`config.mk`:
```
export PLATFORM = sky130hd
export DESIGN_NAME = de3d_tc_texel_gather
export DESIGN_NICKNAME = d
export VERILOG_FILES = /design/src/rtl/de3d_tc_pkg.sv /design/src/rtl/de3d_tc_ctl_fifo.sv /design/src/rtl/de3d_tc_texel_gather.sv
export SDC_FILE = /design/constraint.sdc
export NUM_CORES = 1
export LEC_CHECK = 0
export CORE_MARGIN = 2
export CORE_UTILIZATION = 42
export CTS_CLUSTER_SIZE = 25
export DETAILED_ROUTE_END_ITERATION = 12
export PLACE_DENSITY = 0.7
export SLEW_MARGIN = 20
export SYNTH_ARGS = -nofsm -noshare
export SYNTH_HDL_FRONTEND = slang
export SYNTH_HIERARCHICAL = 1
export SYNTH_SLANG_ARGS = --single-unit
```
`constraint.sdc`:
```
create_clock -name de_clk -period 11.5 [get_ports de_clk]
set_input_delay 1.725 -clock de_clk [delete_from_list [all_inputs] [get_ports de_clk]]
set_output_delay 1.725 -clock de_clk [all_outputs]
set_load 0.05 [all_outputs]
```
`src/rtl/de3d_tc_pkg.sv`:
```
// Shared types for the texture-cache return path: swizzle encodings and the
// per-quad control entry carried through the gather FIFO.
package de3d_tc_pkg;

  localparam int TW_DEFAULT = 32;
  localparam int SWZ_W      = 2;
  localparam int CLAMP_W    = 4;
  localparam int MIP_W      = 4;
  localparam int BPT_W      = 3;
  localparam int TFMT_W     = 5;

  // {UL x-parity, UL y-parity}
  typedef enum logic [SWZ_W-1:0] {
    SWZ_00 = 2'b00,
    SWZ_01 = 2'b01,
    SWZ_10 = 2'b10,
    SWZ_11 = 2'b11
  } swz_e;

  // clamp bit order: [0]=UL, [1]=UR, [2]=LL, [3]=LR
  typedef struct packed {
    swz_e                swz;
    logic [CLAMP_W-1:0]  clamp;
    logic                clip;
    logic                exact;
    logic [MIP_W-1:0]    mipmap;
    logic [BPT_W-1:0]    bpt;
    logic [TFMT_W-1:0]   tfmt;
    logic                pal_mode;
  } ctl_entry_t;

  localparam int CTL_W = $bits(ctl_entry_t);

endpackage

```
`src/rtl/de3d_tc_ctl_fifo.sv`:
```
// Generic synchronous FIFO with combinational read of the head entry so a pop
// and its data land in the same cycle. Flags are registered from next-count.
module de3d_tc_ctl_fifo #(
  parameter int DEPTH = 4,
  parameter int W     = 8
) (
  input  logic         clk,
  input  logic         srst,
  input  logic         push_i,
  input  logic [W-1:0] wdata_i,
  input  logic         pop_i,
  output logic [W-1:0] rdata_o,
  output logic         full_o,
  output logic         empty_o
);

  localparam int AW = $clog2(DEPTH);
  localparam logic [AW:0] FULL_CNT = (AW+1)'(DEPTH);

  logic [W-1:0]  mem_q [DEPTH];
  logic [AW-1:0] wr_ptr_q, rd_ptr_q;
  logic [AW:0]   count_q, count_d;
  logic          full_q, empty_q;
  logic          do_push, do_pop;

  // A push into a full FIFO is only legal when the head leaves in the same cycle.
  assign do_pop  = pop_i & ~empty_q;
  assign do_push = push_i & (~full_q | do_pop);

  always_comb begin
    count_d = count_q;
    case ({do_push, do_pop})
      2'b10:   count_d = count_q + 1'b1;
      2'b01:   count_d = count_q - 1'b1;
      default: count_d = count_q;
    endcase
  end

  always_ff @(posedge clk) begin
    if (srst) begin
      wr_ptr_q <= '0;
      rd_ptr_q <= '0;
      count_q  <= '0;
      full_q   <= 1'b0;
      empty_q  <= 1'b1;
    end else begin
      if (do_push) wr_ptr_q <= wr_ptr_q + 1'b1;
      if (do_pop)  rd_ptr_q <= rd_ptr_q + 1'b1;
      count_q <= count_d;
      full_q  <= (count_d == FULL_CNT);
      empty_q <= (count_d == '0);
    end
  end

  always_ff @(posedge clk) begin
    if (do_push) mem_q[wr_ptr_q] <= wdata_i;
  end

  assign rdata_o = mem_q[rd_ptr_q];
  assign full_o  = full_q;
  assign empty_o = empty_q;

endmodule

```
`src/rtl/de3d_tc_texel_gather.sv`:
```
// Gathers parity-bank read data back into UL/UR/LL/LR order, applies exact
// duplication and clamp-to-border, and registers one quad per handshake.
module de3d_tc_texel_gather
  import de3d_tc_pkg::*;
#(
  parameter int DEPTH = 4,
  parameter int TW    = TW_DEFAULT
) (
  input  logic              de_clk,
  input  logic              de_rst,
  input  logic              push_uv_dd,
  input  logic [1:0]        swz_sel,
  input  logic              clamp_ul,
  input  logic              clamp_ur,
  input  logic              clamp_ll,
  input  logic              clamp_lr,
  input  logic              current_clip_dd,
  input  logic              current_exact_dd,
  input  logic [MIP_W-1:0]  current_mipmap_dd,
  input  logic [BPT_W-1:0]  bpt_dd,
  input  logic [TFMT_W-1:0] tfmt_dd,
  input  logic              pal_mode_dd,
  input  logic [TW-1:0]     border_color,
  input  logic              bank_vld,
  input  logic [TW-1:0]     ee_data,
  input  logic [TW-1:0]     eo_data,
  input  logic [TW-1:0]     oe_data,
  input  logic [TW-1:0]     oo_data,
  output logic              bank_rdy,
  output logic              uv_busy,
  output logic              texel_vld,
  input  logic              texel_ack,
  output logic [TW-1:0]     ul_t,
  output logic [TW-1:0]     ur_t,
  output logic [TW-1:0]     ll_t,
  output logic [TW-1:0]     lr_t,
  output logic              t_clip,
  output logic [MIP_W-1:0]  t_mipmap,
  output logic [BPT_W-1:0]  t_bpt,
  output logic [TFMT_W-1:0] t_tfmt,
  output logic              t_pal_mode,
  output logic              ord_err
);

  ctl_entry_t       push_entry, rd_entry;
  logic [CTL_W-1:0] fifo_rdata;
  logic             fifo_full, fifo_empty;
  logic             bank_beat, load;
  logic             texel_vld_q;
  logic             ord_err_q, ord_err_d;
  logic [TW-1:0]    uns      [4];
  logic [TW-1:0]    gathered [4];
  logic [TW-1:0]    texel_q  [4];
  ctl_entry_t       sb_q;

  always_comb begin
    push_entry          = '0;
    push_entry.swz      = swz_e'(swz_sel);
    push_entry.clamp    = {clamp_lr, clamp_ll, clamp_ur, clamp_ul};
    push_entry.clip     = current_clip_dd;
    push_entry.exact    = current_exact_dd;
    push_entry.mipmap   = current_mipmap_dd;
    push_entry.bpt      = bpt_dd;
    push_entry.tfmt     = tfmt_dd;
    push_entry.pal_mode = pal_mode_dd;
  end

  assign bank_rdy  = ~texel_vld_q | texel_ack;
  assign bank_beat = bank_vld & bank_rdy;
  // Orphan bank data is flagged, never loaded.
  assign load      = bank_beat & ~fifo_empty;

  de3d_tc_ctl_fifo #(
    .DEPTH (DEPTH),
    .W     (CTL_W)
  ) u_ctl_fifo (
    .clk     (de_clk),
    .srst    (de_rst),
    .push_i  (push_uv_dd),
    .wdata_i (push_entry),
    .pop_i   (load),
    .rdata_o (fifo_rdata),
    .full_o  (fifo_full),
    .empty_o (fifo_empty)
  );

  assign rd_entry = ctl_entry_t'(fifo_rdata);

  // Index order of uns/gathered/texel_q: 0=UL, 1=UR, 2=LL, 3=LR.
  always_comb begin
    uns[0] = ee_data;
    uns[1] = oe_data;
    uns[2] = eo_data;
    uns[3] = oo_data;
    case (rd_entry.swz)
      SWZ_01: begin
        uns[0] = eo_data; uns[1] = oo_data; uns[2] = ee_data; uns[3] = oe_data;
      end
      SWZ_10: begin
        uns[0] = oe_data; uns[1] = ee_data; uns[2] = oo_data; uns[3] = eo_data;
      end
      SWZ_11: begin
        uns[0] = oo_data; uns[1] = eo_data; uns[2] = oe_data; uns[3] = ee_data;
      end
      default: ;
    endcase
  end

  assign ord_err_d = ord_err_q
                   | (bank_vld & fifo_empty)
                   | (push_uv_dd & fifo_full & ~load);

  genvar gi;
  generate
    for (gi = 0; gi < 4; gi++) begin : g_texel
      // Clamp overrides exact duplication of the unswizzled UL texel.
      assign gathered[gi] = rd_entry.clamp[gi] ? border_color :
                            (((gi != 0) && rd_entry.exact) ? uns[0] : uns[gi]);

      always_ff @(posedge de_clk) begin
        if (de_rst)    texel_q[gi] <= '0;
        else if (load) texel_q[gi] <= gathered[gi];
      end
    end
  endgenerate

  always_ff @(posedge de_clk) begin
    if (de_rst) begin
      texel_vld_q <= 1'b0;
      sb_q        <= '0;
      ord_err_q   <= 1'b0;
    end else begin
      if (load) begin
        texel_vld_q <= 1'b1;
        sb_q        <= rd_entry;
      end else if (texel_ack) begin
        texel_vld_q <= 1'b0;
      end
      ord_err_q <= ord_err_d;
    end
  end

  assign texel_vld  = texel_vld_q;
  assign uv_busy    = fifo_full;
  assign ord_err    = ord_err_q;
  assign ul_t       = texel_q[0];
  assign ur_t       = texel_q[1];
  assign ll_t       = texel_q[2];
  assign lr_t       = texel_q[3];
  assign t_clip     = sb_q.clip;
  assign t_mipmap   = sb_q.mipmap;
  assign t_bpt      = sb_q.bpt;
  assign t_tfmt     = sb_q.tfmt;
  assign t_pal_mode = sb_q.pal_mode;

endmodule

```
* Word-level counts from Yosys, hierarchy flattened
Memory sizes are Yosys's and may differ from the RTL's. A register that Yosys moved wholly into a read port is not among the register bits.
Cells that the tools add are included.
** Storage, ports and cells
- Bits in registers :: 25
- RAM bits :: 212
- Input bits :: 186
- Output and inout port bits :: 146
- Logic and storage cells :: 69
- Memories :: 2
** Cells by class
- Add/subtract/negate cells :: 4
- Equal/unequal tests :: 6
- Multiplexer cells :: 24
- Bitwise gates (word level) :: 19
- Reductions and logical operators :: 2
** Memories
- texel_q :: words 4, width 32, read ports 4, clocked after Yosys merged registers in 0, write ports 4, line de3d_tc_texel_gather.sv:53 : logic [TW-1:0] texel_q [4];
- u_ctl_fifo.mem_q :: words 4, width 21, read ports 1, clocked after Yosys merged registers in 1, write ports 1, line de3d_tc_ctl_fifo.sv:20 : logic [W-1:0] mem_q [DEPTH];
** Operators by type and width (count)
- case mux 128 bit (3 select lines) :: 1
- 2-to-1 mux 32 bit :: 11
- 2-to-1 mux 1 bit :: 9
- OR 1 bit :: 8
- bitwise AND 1 bit :: 7
- equality test 2 bit, second input constant :: 3
- case mux 3 bit (2 select lines) :: 1
- adder 2 x 1 -> 2 bit, second input constant :: 2
- equality test 2 x 1 -> 1 bit, second input constant :: 2
- 2-to-1 mux 2 bit :: 2
- inverter 1 bit :: 4
- adder 3 x 1 -> 3 bit, second input constant :: 1
- equality test 3 bit, second input constant :: 1
- zero test 3 bit :: 1
- subtractor 3 x 1 -> 3 bit, second input constant :: 1
- nonzero test 2 bit :: 1

* Logic depth before layout (Yosys ltp)
Gate-level depths: netlist (run 1).
- Word-level depth :: 10
- Depth in mapped cells :: 14
- Gate-level depth less buffers :: 12

* Modules after synthesis
The synthesis (run 1) kept the hierarchy.
** Modules (own cells, without submodules)
- de3d_tc_texel_gather :: instances 1, cells each 954, area each 9695.5 µm², seq. area each 4164.0 µm²
- de3d_tc_ctl_fifo :: instances 1, cells each 166, area each 3580.9 µm², seq. area each 2742.6 µm²

* Worst setup path after synthesis (run 1)
OpenSTA, ideal clock, no wires.
- Path type :: input-to-reg
- Start point :: input texel_ack
- End point :: memory texel_q[0][0] in the netlist's numbering, enable pin
- Setup time :: 0.509 ns
- Data arrival time :: 5.224 ns
- Data required time :: 10.991 ns
- Setup slack :: 5.767 ns
- Stages on the path :: 4
- Path buffers :: 1
- Cell sequence :: nand2b_2 -> nand2b_1 -> clkbuf_1 -> nand2b_1
** RTL lines
- start: declaration :: line de3d_tc_texel_gather.sv:32 : input logic texel_ack,
- end: declaration :: line de3d_tc_texel_gather.sv:53

* Worst setup path after layout (run 1)
- Start point :: input texel_ack
- End point :: output bank_rdy
** On the way
- Word-level cells in the longest chain between the ends :: 1
** Ends and longest elaborated chain
- OR 1 bit :: line de3d_tc_texel_gather.sv:68 : assign bank_rdy = ~texel_vld_q | texel_ack;
- end: declaration :: line de3d_tc_texel_gather.sv:29 : output logic bank_rdy,
Every way passes these cells.

==> results of run 1 <==
==> kinds of logic after synthesis <==
logic type,Yosys count,synth area share
AND/OR/NAND/NOR,339,0.114
multiplexers,282,0.240
flip-flops,239,0.520
AO/OA/AOI/OAI,147,0.0737
buffers and inverters,102,0.0426
adder cells (fa/ha/maj),6,0.00622
XOR/XNOR,5,0.00330
==> synthesized netlist by cell type (2+ instances only) <==
cell      instances  area (um^2)
mux2i_1         222         2220
edfxtp_1        212         6370
nand2_1         153          574
nor2_1          103          387
a21oi_1          81          405
o32ai_1          62          543
clkbuf_1         48          180
nand2b_1         35          219
mux2_2           33          372
or2_1            33          206
dfxtp_1          27          541
mux4_2           26          586
buf_6            21          236
buf_2            14         70.1
buf_1             8         30.0
inv_1             8         30.0
ha_1              5         62.6
and2_1            4         25.0
xor2_1            4         35.0
buf_4             2         15.0
nor2b_1           2         12.5
==> worst max path at each step <==
stage,endpoint,from,cells past startpoint
finish,bank_rdy,texel_ack,3
global route,u_ctl_fifo/empty_o,bank_vld,13
CTS,bank_rdy,texel_ack,3
detailed placement,u_ctl_fifo/empty_o,bank_vld,13
global placement,u_ctl_fifo/empty_o,bank_vld,13
floorplan,texel_q[0][0],texel_ack,4
==> area by class of cell <==
| class | instances | area, um^2 | area share |
|---|---|---|---|
| Sequential cell | 239 | 6910 | 0.392 |
| Multi-Input combinational cell | 779 | 5840 | 0.331 |
| Timing Repair Buffer | 345 | 3430 | 0.195 |
| Clock buffer | 30 | 687 | 0.0390 |
| Tap cell | 402 | 503 | 0.0285 |
| Clock inverter | 20 | 203 | 0.0115 |
| Inverter | 9 | 33.8 | 0.00192 |
| Antenna cell | 7 | 17.5 | 0.000994 |
==> per-stage QoR <==
stage | area (um^2) | util | std cells | setup slack (ns) | power, mW
3_3_place_gp | 16700 | 0.533 | 1773 | 6.25 | 2.02
3_5_place_dp | 16700 | 0.533 | 1773 | 6.18 | 2.03
5_1_grt | 17600 | 0.563 | 1830 | 6.55 | 2.99
2_1_floorplan | 13300 | - | 1120 | 5.77 | 1.73
4_1_cts | 17600 | 0.561 | 1823 | 6.65 | 2.90
6_report | 17600 | 0.563 | 1831 | 6.65 | 2.88
==> flip-flops by register name, indices dropped and copies added (netlist names), 2 cells and up, named ones only <==
| register | cells |
|---|---|
| u_ctl_fifo/wr_ptr_q | 2 |
| texel_q | 128 |
| t_bpt | 3 |
| u_ctl_fifo/mem_q | 84 |
| u_ctl_fifo/count_q | 3 |
| t_mipmap | 4 |
| t_tfmt | 5 |
| u_ctl_fifo/rd_ptr_q | 2 |
==> layout by cell type, fill, tap and decap left out, drive strengths merged, types with 5 or more instances in the layout <==
master	n
a21oi	81
buf	14
clkbuf	30
clkdlybuf4s50	331
clkinv	10
clkinvlp	5
dfxtp	27
diode	7
edfxtp	212
ha	5
inv	11
mux2	34
mux2i	222
mux4	26
nand2	153
nand2b	37
nor2	103
o32ai	62
or2	33
==> per-layer routing <==
layer  share of wire  vias to the layer above
li1                -                     4707
met1            0.40                     5007
met2            0.48                      455
met3           0.083                       65
met4           0.030                        0
met5               0                        -
==> worst max-delay path, stage by stage <==
cell and delay (ns):
clkdlybuf4s50_1 0.45, nand2b_2 0.14, clkdlybuf4s50_1 0.81
==> power breakdown <==
group | total [mW] | internal (mW) | switching, mW
Sequential | 1.08 | 1.04 | 0.0346
Clock | 0.867 | 0.502 | 0.365
Combinational | 0.938 | 0.357 | 0.581
Total | 2.88 | 1.90 | 0.981
==> run_results.csv, run 1 <==
group,metric,value,unit
clock_tree,path_clk_slew,0.06,ns
drt,avgViaCountPerCell,5.59,
pwr,leakage,6.64,nW
global_routing,grt_util_met2,0.398,
logic_synthesis,avgSynthCellArea,11.9,um^2
worst_setup_path,crit_arrival,3.12,ns
drt,routed_wl,40400,um
logic_synthesis,syn_inst,1120,
global_routing,gr-usage-met1,0.303,
clock_tree,htree_levels,1,
drt,drc,0,
sta,hold_viol_final,0,
floorplanning,fp.coreArea,0.0313,mm^2
clock_tree,clockBufferDepth,3,
floorplanning,rows,65,
logic_synthesis,async_flop_share,0,
worst_setup_path,cp-start-kind,"primary input",
sta,worst_slew_pin_slew,1.04,ns
placed_design,portBuffers,331,
logic_synthesis,synth_edf_count,212,
pwr,peakVddDrop,0.107,mV
floorplanning,start_util,0.424,
sta,setup_viol,0,
clock_tree,cts_resized,0,
clock_tree,postCtsHoldBufs,0,
logic_synthesis,syn-cell-area,0.0133,mm^2
drt,routedWlPerCell,22.0,um
worst_setup_path,cp.required,9.78,ns
floorplanning,dieArea,0.0330,mm^2
placed_design,place_congestion,0.790,
worst_setup_path,cp-end-kind,"output port",
sta,maxSlewViolCount,0,
cells_and_area,fillers,2598,
global_routing,grt_pass1_wl,59700,um
cells_and_area,drive_gt1_frac,0.0928,
status,outcome,"completed",
clock_tree,cts_tree,"built",
worst_setup_path,regToRegEndpoint,"texel_q[2][21]",
min_path,worstHoldPathType,"reg2reg",
floorplanning,die_w,182,um
worst_setup_path,reg2reg_depth,7,
sta,rsz0062_at_grt,"no",
drt,dr.first_iter.drc_count,904,
worst_setup_path,worstSetupPathType,"in2out",
drt,firstDrtPassIters,7,
global_routing,grt_pass1_vias,10100,
floorplanning,die_h,182,um
min_path,min_to,"t_pal_mode",
drt,postRouteAntennaNets,0,
clock_tree,cts_setup_buffers,0,
min_path,min_from,"t_pal_mode",
global_routing,grt-busiest-layer,"met2",
sta,final.setup.tns,0,ns
flow_run,cap_violations,0,
pwr,power.density,164,mW/mm^2
worst_setup_path,ff2ff_setup_slack,7.59,ns
clock_tree,numCtsBuffers,27,
cells_and_area,nets,1593,
cells_and_area,area_delta_synth_final,32.7,%
sta,slew_headroom,0.308,
clock_tree,root_buffer,"clkbuf_16",
clock_tree,clock_sinks,239,
min_path,whs_path_depth,2,
drt,vias,10200,
sta,min_period,4.85,ns
sta,fin_crit_sh,0.421,
sta,fmax,0.206,GHz
clock_tree,clk_latency,0.55,ns
sta,fin_skew,0.0154,ns
global_routing,grtUsageTotal,0.235,
global_routing,grt_use_met3,0.0445,
placed_design,dp_hpwl,26700,um
floorplanning,io_pins,332,
logic_synthesis,synthesis.nets,1312,
global_routing,grt_overflow,0,
sta,holdWs,0.456,ns
logic_synthesis,yosysSeqAreaShare,0.520,
worst_setup_path,path_max_fanout,4,
logic_synthesis,yosys.cell_types.count,38,
logic_synthesis,yosysWarnings,6,
global_routing,antenna_found_initial,7,
logic_synthesis,synth_seq_cells,239,
global_routing,grt_max_degree,86,
logic_synthesis,dominantRegCellSynth,"edfxtp_1",
(Power assumes the default switching activity.)
==> inputs of run 2 (changes only) <==
PLACE_DENSITY = 0.73   (was 0.7)
clock period = 4.38 ns   (was 11.5 ns; I/O delays follow)
==> run_results.csv, run 2 (same netlist as run 1, synthesis figures left out) <==
group,metric,value,unit
status,outcome,"completed",
drt,avgViaCountPerCell,5.57,
min_path,min_from,"t_clip",
placed_design,dp_hpwl,26300,um
global_routing,grt_max_degree,130,
sta,holdWs,0.457,ns
pwr,peakVddDrop,0.281,mV
clock_tree,clk_latency,0.54,ns
worst_setup_path,reg2reg_depth,6,
floorplanning,dieArea,0.0330,mm^2
floorplanning,io_pins,332,
drt,routedWlPerCell,21.5,um
clock_tree,clock_sinks,239,
cells_and_area,fin_util,0.567,
clock_tree,postCtsHoldBufs,0,
sta,fin_crit_sh,0.799,
drt,drc,0,
sta,hold_viol_final,0,
sta,maxSlewViolCount,0,
pwr,leakage,6.72,nW
sta,min_period,3.50,ns
worst_setup_path,worstSetupPathType,"reg2reg",
sta,fmax,0.286,GHz
min_path,worstHoldPathType,"reg2reg",
clock_tree,cts_setup_buffers,0,
sta,slew_headroom,0.399,
cells_and_area,multiInputGateArea,0.00584,mm^2
min_path,whs_path_depth,2,
drt,dr.max_layer_used,"met4",
cells_and_area,nets,1599,
global_routing,grt_pass1_vias,10200,
clock_tree,clockBufferDepth,3,
min_path,min_to,"t_clip",
cells_and_area,fillers,2569,
cells_and_area,largest_reg_flops,128,
global_routing,grtUsageTotal,0.233,
drt,routed_wl,39600,um
sta,setup_viol,0,
clock_tree,cts_tree,"built",
worst_setup_path,ff2ff_setup_slack,0.88,ns
clock_tree,cts_resized,0,
worst_setup_path,cp.required,4.75,ns
floorplanning,start_util,0.424,
worst_setup_path,cp-start-kind,"register",
sta,worst_slew_pin_slew,0.902,ns
placed_design,place_congestion,0.817,
floorplanning,die_w,182,um
floorplanning,die_h,182,um
global_routing,antenna_found_initial,7,
cells_and_area,final_cell_mix,"clkdlybuf4s50_1, mux2i_1, edfxtp_1",
drt,postRouteAntennaNets,0,
drt,vias,10200,
clock_tree,path_clk_slew,0.06,ns
cells_and_area,drive_gt1_frac,0.0966,
drt,wl_met1,15900,um
worst_setup_path,cp-end-kind,"register",
drt,firstDrtPassIters,5,
cells_and_area,area_delta_synth_final,33.8,%
clock_tree,numCtsBuffers,27,
global_routing,grt_pass1_wl,59500,um
cells_and_area,regArea,0.00691,mm^2
worst_setup_path,crit_arrival,3.87,ns
floorplanning,fp.coreArea,0.0313,mm^2
worst_setup_path,regToRegEndpoint,"texel_q[2][15]",
drt,dr_wl_met2,19200,um
global_routing,grt_overflow,0,
clock_tree,htree_levels,1,
clock_tree,root_buffer,"clkbuf_16",
sta,fin_skew,0.0139,ns
worst_setup_path,path_max_fanout,36,
sta,final.setup.tns,0,ns
placed_design,portBuffers,331,
sta,rsz0062_at_grt,"no",
drt,wl_met3,3240,um
pwr,power.density,435,mW/mm^2
cells_and_area,final_common_cell,"clkdlybuf4s50_1",
drt,dr.first_iter.drc_count,761,
flow_run,cap_violations,0,
floorplanning,rows,65,
cells_and_area,regMostFlops,"texel_q",
## run 2: layout make-up
| type | count | area share |
|---|---|---|
| Antenna cell | 9 | 0.00127 |
| Clock buffer | 33 | 0.0410 |
| Clock inverter | 17 | 0.0130 |
| Inverter | 9 | 0.00190 |
| Multi-Input combinational cell | 779 | 0.329 |
| Sequential cell | 239 | 0.389 |
| Tap cell | 402 | 0.0283 |
| Timing Repair Buffer | 351 | 0.197 |
## run 2: per-stage QoR
stage               worst slack (ns)  cell area, um^2  cells  total power [mW]
floorplan                      0.744            13300   1120              4.53
global placement               0.750            16800   1780              5.29
detailed placement             0.694            16800   1780              5.33
CTS                            0.846            17700   1830              7.77
global route                   0.696            17800   1836              8.01
finish                         0.882            17800   1839              7.72
## run 2: per-layer routing
metal	up-vias	global-route usage
li1	4728	-
met1	5030	0.293
met2	409	0.399
met3	69	0.0457
met4	0	0.0875
met5	-	0
## run 2: critical path: stages (launching register included)
cell and delay (ns):
dfxtp_1 0.70, mux4_4 1.03, xor2_4 0.24, buf_4 0.55, mux2_2 0.41, or2_1 0.21, a21oi_1 0.16
## run 2: worst max-delay path by stage
| stage | start | end | slack, ns | cells past startpoint |
|---|---|---|---|---|
| after detailed placement | bank_vld | u_ctl_fifo/empty_o | 0.69 | 13 |
| after floorplan | texel_ack | u_ctl_fifo/empty_o | 0.74 | 14 |
| after global routing | register | texel_q[2][0] | 0.70 | 6 |
| final | register | texel_q[2][15] | 0.88 | 6 |
| after global placement | bank_vld | u_ctl_fifo/empty_o | 0.75 | 13 |
| after CTS | register | texel_q[2][0] | 0.85 | 6 |
## run 2: power breakdown
group          total (mW)  internal (mW)  leakage, nW  switching, mW
clock network        2.43           1.48        0.474          0.949
logic                2.46          0.949         3.91           1.52
registers            2.82           2.73         2.34         0.0863
total                7.72           5.17         6.72           2.55
